==> src/rtl/pc_sequencer_if.sv <==
// Handshake bundle between the instruction decode side and pc_sequencer:
// control/event inputs from decode, fetch addresses and status back out.
interface pc_sequencer_if;
    logic        stall;
    logic        halt_req;
    logic        resume;
    logic        br_valid;
    logic        br_taken;
    logic        br_always;
    logic        br_annul;
    logic [31:0] br_disp;
    logic        jmp_valid;
    logic [31:0] jmp_target;
    logic        trap_req;

    logic [31:0] pc;
    logic [31:0] npc;
    logic [31:0] next_pc;
    logic        pc_we;
    logic        fetch_valid;
    logic        annul_slot;
    logic        trap_taken;
    logic [31:0] epc;
    logic        halted;

    modport master (
        output stall, halt_req, resume, br_valid, br_taken, br_always, br_annul,
               br_disp, jmp_valid, jmp_target, trap_req,
        input  pc, npc, next_pc, pc_we, fetch_valid, annul_slot, trap_taken,
               epc, halted
    );

    modport slave (
        input  stall, halt_req, resume, br_valid, br_taken, br_always, br_annul,
               br_disp, jmp_valid, jmp_target, trap_req,
        output pc, npc, next_pc, pc_we, fetch_valid, annul_slot, trap_taken,
               epc, halted
    );
endinterface

==> src/rtl/pc_sequencer.sv <==
// SPARC-style PC/nPC sequencer: picks sequential, branch, call/jmpl or trap
// fetch addresses each cycle and drives the Program_Counter update.
module pc_sequencer #(
    parameter logic [31:0] RESET_VECTOR = 32'h0000_0000,
    parameter logic [31:0] TRAP_VECTOR  = 32'h0000_0100,
    parameter int unsigned PC_STEP      = 4
) (
    input logic           clk,
    input logic           rst_n,
    pc_sequencer_if.slave bus
);
    localparam logic [31:0] STEP = 32'(PC_STEP);

    typedef enum logic [1:0] {
        BOOT,
        RUN,
        HALT
    } state_t;

    state_t      state;
    state_t      state_next;

    logic [31:0] pc_r;
    logic [31:0] npc_r;
    logic [31:0] epc_r;
    logic        annul_r;
    logic        trap_taken_r;

    logic [31:0] next_pc_c;
    logic [31:0] next_npc_c;
    logic [31:0] branch_target;
    logic        events_live;
    logic        jmp_misaligned;
    logic        take_trap;
    logic        advance;
    logic        annul_next;
    logic        pc_we_c;

    always_ff @(posedge clk or negedge rst_n) begin
        if (!rst_n) begin
            state <= BOOT;
        end else begin
            state <= state_next;
        end
    end

    // An annulled delay slot masks branch, jump and trap inputs entirely.
    always_comb begin
        events_live    = !annul_r;
        jmp_misaligned = bus.jmp_valid && (bus.jmp_target[1:0] != 2'b00);
        branch_target  = pc_r + {bus.br_disp[29:0], 2'b00};
        take_trap      = 1'b0;
        advance        = 1'b0;
        case (state)
            RUN: begin
                take_trap = events_live && (bus.trap_req || jmp_misaligned);
                advance   = !take_trap && !bus.stall && !bus.halt_req;
            end
            HALT: begin
                take_trap = bus.trap_req;
            end
            default: begin
            end
        endcase
        annul_next = bus.br_valid && events_live && bus.br_annul &&
                     (!bus.br_taken || bus.br_always);
    end

    always_comb begin
        state_next = state;
        case (state)
            BOOT: state_next = RUN;
            RUN: begin
                if (!take_trap && !bus.stall && bus.halt_req) begin
                    state_next = HALT;
                end
            end
            HALT: begin
                if (bus.trap_req || bus.resume) begin
                    state_next = RUN;
                end
            end
            default: state_next = BOOT;
        endcase
    end

    always_comb begin
        pc_we_c    = take_trap || advance;
        next_pc_c  = pc_r;
        next_npc_c = npc_r + STEP;
        if (take_trap) begin
            next_pc_c  = TRAP_VECTOR;
            next_npc_c = TRAP_VECTOR + STEP;
        end else if (advance) begin
            next_pc_c = npc_r;
            if (events_live && bus.jmp_valid) begin
                next_npc_c = bus.jmp_target;
            end else if (events_live && bus.br_valid && bus.br_taken) begin
                next_npc_c = branch_target;
            end
        end
    end

    // Stalls and halt entry leave the annul flag alone so the held slot keeps its status.
    always_ff @(posedge clk or negedge rst_n) begin
        if (!rst_n) begin
            pc_r         <= RESET_VECTOR;
            npc_r        <= RESET_VECTOR + STEP;
            epc_r        <= 32'h0000_0000;
            annul_r      <= 1'b0;
            trap_taken_r <= 1'b0;
        end else begin
            trap_taken_r <= take_trap;
            if (pc_we_c) begin
                pc_r  <= next_pc_c;
                npc_r <= next_npc_c;
            end
            if (take_trap) begin
                epc_r   <= pc_r;
                annul_r <= 1'b0;
            end else if (advance) begin
                annul_r <= annul_next;
            end
        end
    end

    assign bus.pc          = pc_r;
    assign bus.npc         = npc_r;
    assign bus.next_pc     = next_pc_c;
    assign bus.pc_we       = pc_we_c;
    assign bus.fetch_valid = (state == RUN) && !annul_r;
    assign bus.annul_slot  = annul_r;
    assign bus.trap_taken  = trap_taken_r;
    assign bus.epc         = epc_r;
    assign bus.halted      = (state == HALT);

endmodule
==> src/flat_wrapper.sv <==
// flat-port wrapper written by rule: the top's interface ports become plain ports
module pc_sequencer_flat 
#(
    parameter logic [31:0] RESET_VECTOR = 32'h0000_0000,
    parameter logic [31:0] TRAP_VECTOR  = 32'h0000_0100,
    parameter int unsigned PC_STEP      = 4
)
  (clk, rst_n, bus_stall, bus_halt_req, bus_resume, bus_br_valid, bus_br_taken, bus_br_always, bus_br_annul, bus_br_disp, bus_jmp_valid, bus_jmp_target, bus_trap_req, bus_pc, bus_npc, bus_next_pc, bus_pc_we, bus_fetch_valid, bus_annul_slot, bus_trap_taken, bus_epc, bus_halted);
  pc_sequencer_if bus_i ();
  input logic clk;
  input logic rst_n;
  input wire logic [$bits(bus_i.stall)-1:0] bus_stall;
  input wire logic [$bits(bus_i.halt_req)-1:0] bus_halt_req;
  input wire logic [$bits(bus_i.resume)-1:0] bus_resume;
  input wire logic [$bits(bus_i.br_valid)-1:0] bus_br_valid;
  input wire logic [$bits(bus_i.br_taken)-1:0] bus_br_taken;
  input wire logic [$bits(bus_i.br_always)-1:0] bus_br_always;
  input wire logic [$bits(bus_i.br_annul)-1:0] bus_br_annul;
  input wire logic [$bits(bus_i.br_disp)-1:0] bus_br_disp;
  input wire logic [$bits(bus_i.jmp_valid)-1:0] bus_jmp_valid;
  input wire logic [$bits(bus_i.jmp_target)-1:0] bus_jmp_target;
  input wire logic [$bits(bus_i.trap_req)-1:0] bus_trap_req;
  output wire logic [$bits(bus_i.pc)-1:0] bus_pc;
  output wire logic [$bits(bus_i.npc)-1:0] bus_npc;
  output wire logic [$bits(bus_i.next_pc)-1:0] bus_next_pc;
  output wire logic [$bits(bus_i.pc_we)-1:0] bus_pc_we;
  output wire logic [$bits(bus_i.fetch_valid)-1:0] bus_fetch_valid;
  output wire logic [$bits(bus_i.annul_slot)-1:0] bus_annul_slot;
  output wire logic [$bits(bus_i.trap_taken)-1:0] bus_trap_taken;
  output wire logic [$bits(bus_i.epc)-1:0] bus_epc;
  output wire logic [$bits(bus_i.halted)-1:0] bus_halted;
  assign bus_i.stall = bus_stall;
  assign bus_i.halt_req = bus_halt_req;
  assign bus_i.resume = bus_resume;
  assign bus_i.br_valid = bus_br_valid;
  assign bus_i.br_taken = bus_br_taken;
  assign bus_i.br_always = bus_br_always;
  assign bus_i.br_annul = bus_br_annul;
  assign bus_i.br_disp = bus_br_disp;
  assign bus_i.jmp_valid = bus_jmp_valid;
  assign bus_i.jmp_target = bus_jmp_target;
  assign bus_i.trap_req = bus_trap_req;
  assign bus_pc = bus_i.pc;
  assign bus_npc = bus_i.npc;
  assign bus_next_pc = bus_i.next_pc;
  assign bus_pc_we = bus_i.pc_we;
  assign bus_fetch_valid = bus_i.fetch_valid;
  assign bus_annul_slot = bus_i.annul_slot;
  assign bus_trap_taken = bus_i.trap_taken;
  assign bus_epc = bus_i.epc;
  assign bus_halted = bus_i.halted;
  pc_sequencer #(.RESET_VECTOR(RESET_VECTOR), .TRAP_VECTOR(TRAP_VECTOR), .PC_STEP(PC_STEP)) u_core (.clk(clk), .rst_n(rst_n), .bus(bus_i));
endmodule
==> config.mk <==
export PLATFORM = sky130hd
export DESIGN_NAME = pc_sequencer_flat
export DESIGN_NICKNAME = d
export VERILOG_FILES = /design/src/rtl/pc_sequencer_if.sv /design/src/rtl/pc_sequencer.sv /design/src/flat_wrapper.sv
export SDC_FILE = /design/constraint.sdc
export NUM_CORES = 1
export LEC_CHECK = 0
export CAP_MARGIN = 20
export CORE_MARGIN = 5
export CORE_UTILIZATION = 43
export DETAILED_ROUTE_END_ITERATION = 7
export PLACE_DENSITY = 0.8
export SYNTH_ARGS = -nofsm -noshare
export SYNTH_HDL_FRONTEND = slang
export SYNTH_SLANG_ARGS = --single-unit
==> constraint.sdc <==
create_clock -name clk -period 2.45 [get_ports clk]
set_input_delay 0.3675 -clock clk [delete_from_list [all_inputs] [get_ports clk]]
set_output_delay 0.3675 -clock clk [all_outputs]
set_load 0.01 [all_outputs]
==> out/qor.yml, run 1 <==
status: "complete, but fails checks"
fillers: 1019
coreArea_sq_um: 15200
start_util_pct: 43.8
die_area_sq_um: 18100
final_common_cell: "buf_4"
avgRoutedWirePerCell_microns: 20.7
totalPowerFinal_mw: 10.8
endpoint_kind: "register"
clockPowerShare_pct: 15.0
drv_cap: 0
switchingPower_mw: 4.47
cts_max_level: 3
ys_seq_area_share_pct: 37.6
synth_fp_nets: 943
cts.path.max_buffers: 2
grt_overflow: 0
via_per_inst: 5.90
ys.flop_type: "dfrtp_1"
cts_tree: "done"
r2r_setup_slack_ns: -0.24
nNetsFinal: 1328
drive_gt1_share_pct: 32.9
worstMarginPinSlew_ns: 0.567
p_leak_nw: 5.42
rows: 45
fin_ws_ns: -0.238
syn-instance-count: 834
timing.fmax_mhz: 372
p_int_mw: 6.32
io_buffers: 205
startpoint_type: "register"
skew_ns: 0.0104
rsz0062_at_grt: "true"
power.share.switching_pct: 41.5
die_y_microns: 134
multiInputGateArea_sq_um: 4640
grt_max_degree: 51
cpPeakStageDelay_ns: 0.37
arrival_ns: 2.96
gp_congestion: 0.931
max-vdd-ir-drop_uv: 613
slew_headroom_pct: 62.2
synthArstFlopShare_pct: 100
numCtsBuffers: 9
ctsRootBufferMaster: "clkbuf_16"
min_period_ns: 2.69
path_clk_slew_ns: 0.08
crit_slowest_cell: "dfrtp_1"
drc: 0
clkSinkCount: 100
area_growth_pct: 73.4
hold_class: "input pin to async pin"
io_pins: 208
yosysWarningCount: 0
drtPass1Iterations: 8
drtIter0Drc: 848
hold_violations: 0
path_class: "register to register"
diodes: 0
final_antenna_net_count: 0
synth_cell_types: 64
power_frac_comb_pct: 59.6
dp_cells: 1348
required_ns: 2.73
finalMaxSlewViolations: 0
grt_pass1_wl_microns: 41400
finalSetupViolCount: 25
hpwlAfterDp_microns: 18100
cp_max_fo: 3
grt_pass1_vias: 8039
whs_ns: 0.377
wl_microns: 29200
dpl_worst_slack_ns: -0.744
final_cell_mix: "buf_4 (192), nand2_1 (175), clkdlybuf4s50_1 (159), dfrtp_1 (99), a21oi_1 (87)"
path_delay_family: "compound AO/OA/AOI/OAI gates"
ys_seq_elements: 100
path_buf_inv: 2
antenna_found_initial: 0
num_vias: 8324
clk_latency_ns: 0.36
violations: "negative setup slack"
fin_crit_sh_pct: 110
final_cells: 1411
grt.total_usage_pct: 28.9
seq_area_sq_um: 2500
avgSynthCellArea_sq_um: 7.98
synth_area_sq_um: 6650
cp_cell_sequence: "ha_2, inv_2, fa_2, nand2b_4, a211oi_4, buf_4, nor2_4, o21ai_4, a21o_1, a21oi_2, xnor2_1, o21ai_1, a221oi_2"
pwr-share-seq_pct: 25.3
synth_edf_count: 0
die_w_microns: 134
cellPowerDensity_nw_per_um2: 935
[through the flow]
stage / utilization, % / setup TNS (ns) / cell area, sq um
after floorplan: - / -0.0829 / 6670
after global placement: 66.4 / -26.55 / 10100
after detailed placement: 66.4 / -27.75 / 10100
after CTS: 71.3 / -1.29 / 10800
after global routing: 75.9 / -4.29 / 11500
final: 75.9 / -2.42 / 11500
[logic make-up after synthesis]
group | share of synthesized area [%]
AND/OR/NAND/NOR | 23.0
AO/OA/AOI/OAI | 23.7
flip-flops | 37.6
buffers and inverters | 3.35
XOR/XNOR | 5.53
adder cells (fa/ha/maj) | 6.51
multiplexers | 0.301
[synth_stat cells, types with 9 or more instances]
cell | number | area (sq um)
a21o_1 | 14 | 105
a21oi_1 | 125 | 626
and3_1 | 10 | 62.6
buf_1 | 14 | 52.6
clkbuf_1 | 27 | 101
dfrtp_1 | 99 | 2480
ha_1 | 33 | 413
inv_1 | 13 | 48.8
nand2_1 | 209 | 785
nand2b_1 | 11 | 68.8
nand3_1 | 32 | 160
nor2_1 | 33 | 124
nor3_1 | 11 | 55.1
o211ai_1 | 23 | 173
o21ai_0 | 29 | 145
o21ai_1 | 13 | 65.1
or3_1 | 9 | 56.3
xnor2_1 | 27 | 236
xor2_1 | 15 | 131
[sequential cells by signal, summed over array words and instances, names as in the netlist]
| register | cells |
|---|---|
| u_core.bus.epc | 32 |
| u_core.bus.npc | 32 |
| u_core.bus.pc | 32 |
| u_core.state | 2 |
| u_core.bus.annul_slot | 1 |
| u_core.bus.trap_taken | 1 |
[power groups by stage]
stage / sequential (mW) / combinational (mW) / clock (mW)
finish: 2.73 / 6.43 / 1.62
global route: 2.80 / 6.85 / 1.68
CTS: 2.67 / 5.84 / 1.61
detailed placement: 2.68 / 5.67 / 0
global placement: 2.66 / 5.57 / 0
floorplan: 2.97 / 2.22 / 0
[per-layer routing]
metal / part of all wire (%) / vias to the layer above / GRT usage [%]
li1: - / 3716 / -
met1: 38 / 3990 / 35.9
met2: 48 / 509 / 47.4
met3: 9.6 / 109 / 7.80
met4: 4.1 / 0 / 12.1
met5: 0 / - / 0
[cell type report]
class / instances / share of cell area, %
sequential: 100 / 21.7
multi-input combinational: 676 / 40.2
clock buffer: 11 / 2.19
clock inverter: 4 / 0.629
inverter: 13 / 0.434
tap: 188 / 2.04
timing repair buffer: 419 / 32.8
[what timing repair did]
action / CTS / global route
hold buffers: 1 / 0
buffers inserted: 18 / 23
gates cloned: 8 / 1
resized for setup: 188 / 119
pin swaps: 22 / 73
endpoints found under the hold margin: 9 / 0
setup endpoints to repair: 48 / 52
[path summary, 6_finish.rpt]
kind                              startpoint            endpoint  depth (start not counted)
setup reg to reg            u_core.bus.pc[2]  u_core.bus.npc[14]                         13
hold / removal                         rst_n   u_core.bus.npc[4]                          2
min in group clk           u_core.bus.epc[4]   u_core.bus.epc[4]                          2
hold reg to reg            u_core.bus.epc[4]   u_core.bus.epc[4]                          2
setup / recovery            u_core.bus.pc[2]  u_core.bus.npc[14]                         13
max in group asynchronous              rst_n   u_core.bus.pc[20]                          3
(Power assumes the default switching activity.)
==> run 2: changes to the inputs <==
--- a/config.mk
+++ b/config.mk
@@ -7,9 +7,9 @@
 export LEC_CHECK = 0
 export CAP_MARGIN = 20
 export CORE_MARGIN = 5
-export CORE_UTILIZATION = 43
+export CORE_UTILIZATION = 48
 export DETAILED_ROUTE_END_ITERATION = 7
-export PLACE_DENSITY = 0.8
+export PLACE_DENSITY = 0.84
 export SYNTH_ARGS = -nofsm -noshare
 export SYNTH_HDL_FRONTEND = slang
 export SYNTH_SLANG_ARGS = --single-unit
==> constraint.sdc (replaced) <==
create_clock -name clk -period 2.8 [get_ports clk]
set_input_delay 0.42 -clock clk [delete_from_list [all_inputs] [get_ports clk]]
set_output_delay 0.42 -clock clk [all_outputs]
set_load 0.01 [all_outputs]
==> out/qor.yml, run 2 (synthesis gave the netlist of run 1 again) <==
status: "complete, but fails checks"
violations: "negative hold slack"
hpwlAfterDp_microns: 17500  # -3.0%
cellPowerDensity_nw_per_um2: 845  # -9.6%
ctsRootBufferMaster: "clkbuf_16"
cts.path.max_buffers: 2  # unchanged
path_clk_slew_ns: 0.07  # about the same
cts_tree: "done"
grt_overflow: 0  # unchanged
gp_congestion: 0.906  # -2.7%
slew_headroom_pct: 62.4  # +0.20 points
arrival_ns: 2.36  # -0.60 ns
diodes: 0  # unchanged
hold_class: "input pin to async pin"
endpoint_kind: "output port"
io_buffers: 205  # unchanged
p_leak_nw: 4.72  # -13%
area_growth_pct: 53.9
finalSetupViolCount: 0  # -100%
die_area_sq_um: 16300  # -9.7%
finalMaxSlewViolations: 0  # unchanged
p_int_mw: 5.15  # -18%
timing.fmax_mhz: 360
clockPowerShare_pct: 17.2  # +2.2 points
die_w_microns: 128  # -5.0%
dpl_worst_slack_ns: -0.514  # +0.229 ns
drc: 0  # unchanged
drtPass1Iterations: 7  # -1
final_common_cell: "nand2_1"
clk_latency_ns: 0.36  # about the same
rows: 43  # -4.4%
startpoint_type: "input pin"
avgRoutedWirePerCell_microns: 19.5  # -5.4%
cp_max_fo: 6  # +3
final_cells: 1317  # -6.7%
start_util_pct: 48.5  # +4.7 points
final_util_pct: 74.6  # -1.3 points
fin_ws_ns: 0.0229  # +0.260 ns
dp_cells: 1286  # -4.6%
skew_ns: 0.00740  # -0.00297 ns
grt.total_usage_pct: 29.8  # +0.91 points
pwr-share-seq_pct: 28.4  # +3.1 points
grt_pass1_wl_microns: 39000  # -5.9%
fin_crit_sh_pct: 99.2
drtIter0Drc: 591  # -30%
switchingPower_mw: 3.50  # -22%
required_ns: 2.38  # -0.35 ns
whs_ns: -0.00383  # -0.381 ns
wl_microns: 25700  # -12%
numCtsBuffers: 9  # unchanged
fillers: 1010  # -0.88%
grt_max_degree: 46  # -9.8%
grt_pass1_vias: 7865  # -2.2%
final_cell_mix: "nand2_1 (208), clkdlybuf4s50_1 (170), buf_4 (116), a21oi_1 (114), dfrtp_1 (99)"
max-vdd-ir-drop_uv: 672  # +9.7%
path_class: "input pin to output port"
via_per_inst: 5.96  # +0.99%
hold_violations: 6  # +6
final_antenna_net_count: 0  # unchanged
drive_gt1_share_pct: 19.5  # -13 points
power_frac_comb_pct: 54.4  # -5.2 points
clkSinkCount: 100  # unchanged
rr_worst_depth: 12  # -1
antenna_found_initial: 1  # +1
die_y_microns: 128  # -5.0%
worstMarginPinSlew_ns: 0.561  # -0.00602 ns
coreArea_sq_um: 13700  # -9.8%
cts_max_level: 3  # unchanged
drv_cap: 0  # unchanged
power.share.switching_pct: 40.5  # -0.96 points
nNetsFinal: 1241  # -6.6%
min_period_ns: 2.78
io_pins: 208  # unchanged
num_vias: 7846  # -5.7%
[run 2: through the flow]
step	cell area (sq um)	total power, mW	TNS [ns]
after floorplan	6650	4.54	0
after global placement	9680	6.92	-12.66
after detailed placement	9680	7.04	-14.97
after CTS	10100	8.57	-0.212
after global routing	10200	9.14	-0.724
final	10200	8.65	0
[run 2: worst max-delay path: stages]
cell             delay [ns]
clkdlybuf4s50_1        0.44
o21ai_2                0.15
a21oi_1                0.09
buf_4                  0.15
nor4b_4                0.27
buf_6                  0.20
clkbuf_16              0.18
nand2_1                0.08
a21oi_1                0.14
clkdlybuf4s15_2        0.23
[run 2: metal layers]
layer	global-route usage (%)	vias to the layer above	part of all wire, %	wire length [microns]
met4	12.4	2	4.2	1090
met3	7.33	98	9.9	2550
li1	-	3558	-	-
met1	35.1	3718	37	9430
met2	51.8	470	49	12700
met5	0	-	0.035	9
[run 2: final cells by class]
cell class,count,area [sq um],area share [%]
clock buffer,10,239,2.33
clock inverter,6,111,1.09
inverter,13,50.0,0.489
multi-input combinational,676,4060,39.6
sequential,100,2500,24.5
tap,180,225,2.20
timing repair buffer,332,3050,29.8
[run 2: repair_timing]
| action | CTS | global route |
|---|---|---|
| setup buffers | 3 | 8 |
| cloned | 2 | 2 |
| pin swaps | 6 | 17 |
| setup endpoints to repair | 37 | 45 |
| hold buffers | 0 | 0 |
| gates resized for setup | 79 | 59 |
[run 2: power groups by stage]
stage	Clock [mW]	Combinational (mW)	Sequential [mW]
after floorplan	0	1.93	2.60
after global placement	0	4.47	2.44
after detailed placement	0	4.59	2.46
after CTS	1.50	4.62	2.44
after global routing	1.54	5.07	2.53
final	1.49	4.70	2.46
[run 2: final timing paths]
check / from / to / slack, ns
max reg2reg: u_core.bus.pc[2] / u_core.bus.npc[26] / 0.14
max: bus_jmp_target[1] / bus_next_pc[16] / 0.02
min: rst_n / u_core.bus.epc[4] / -0.004
min in group clk: u_core.bus.epc[10] / u_core.bus.epc[10] / 0.48
max in group asynchronous: rst_n / u_core.bus.epc[22] / 2.05
min reg2reg: u_core.bus.epc[10] / u_core.bus.epc[10] / 0.48
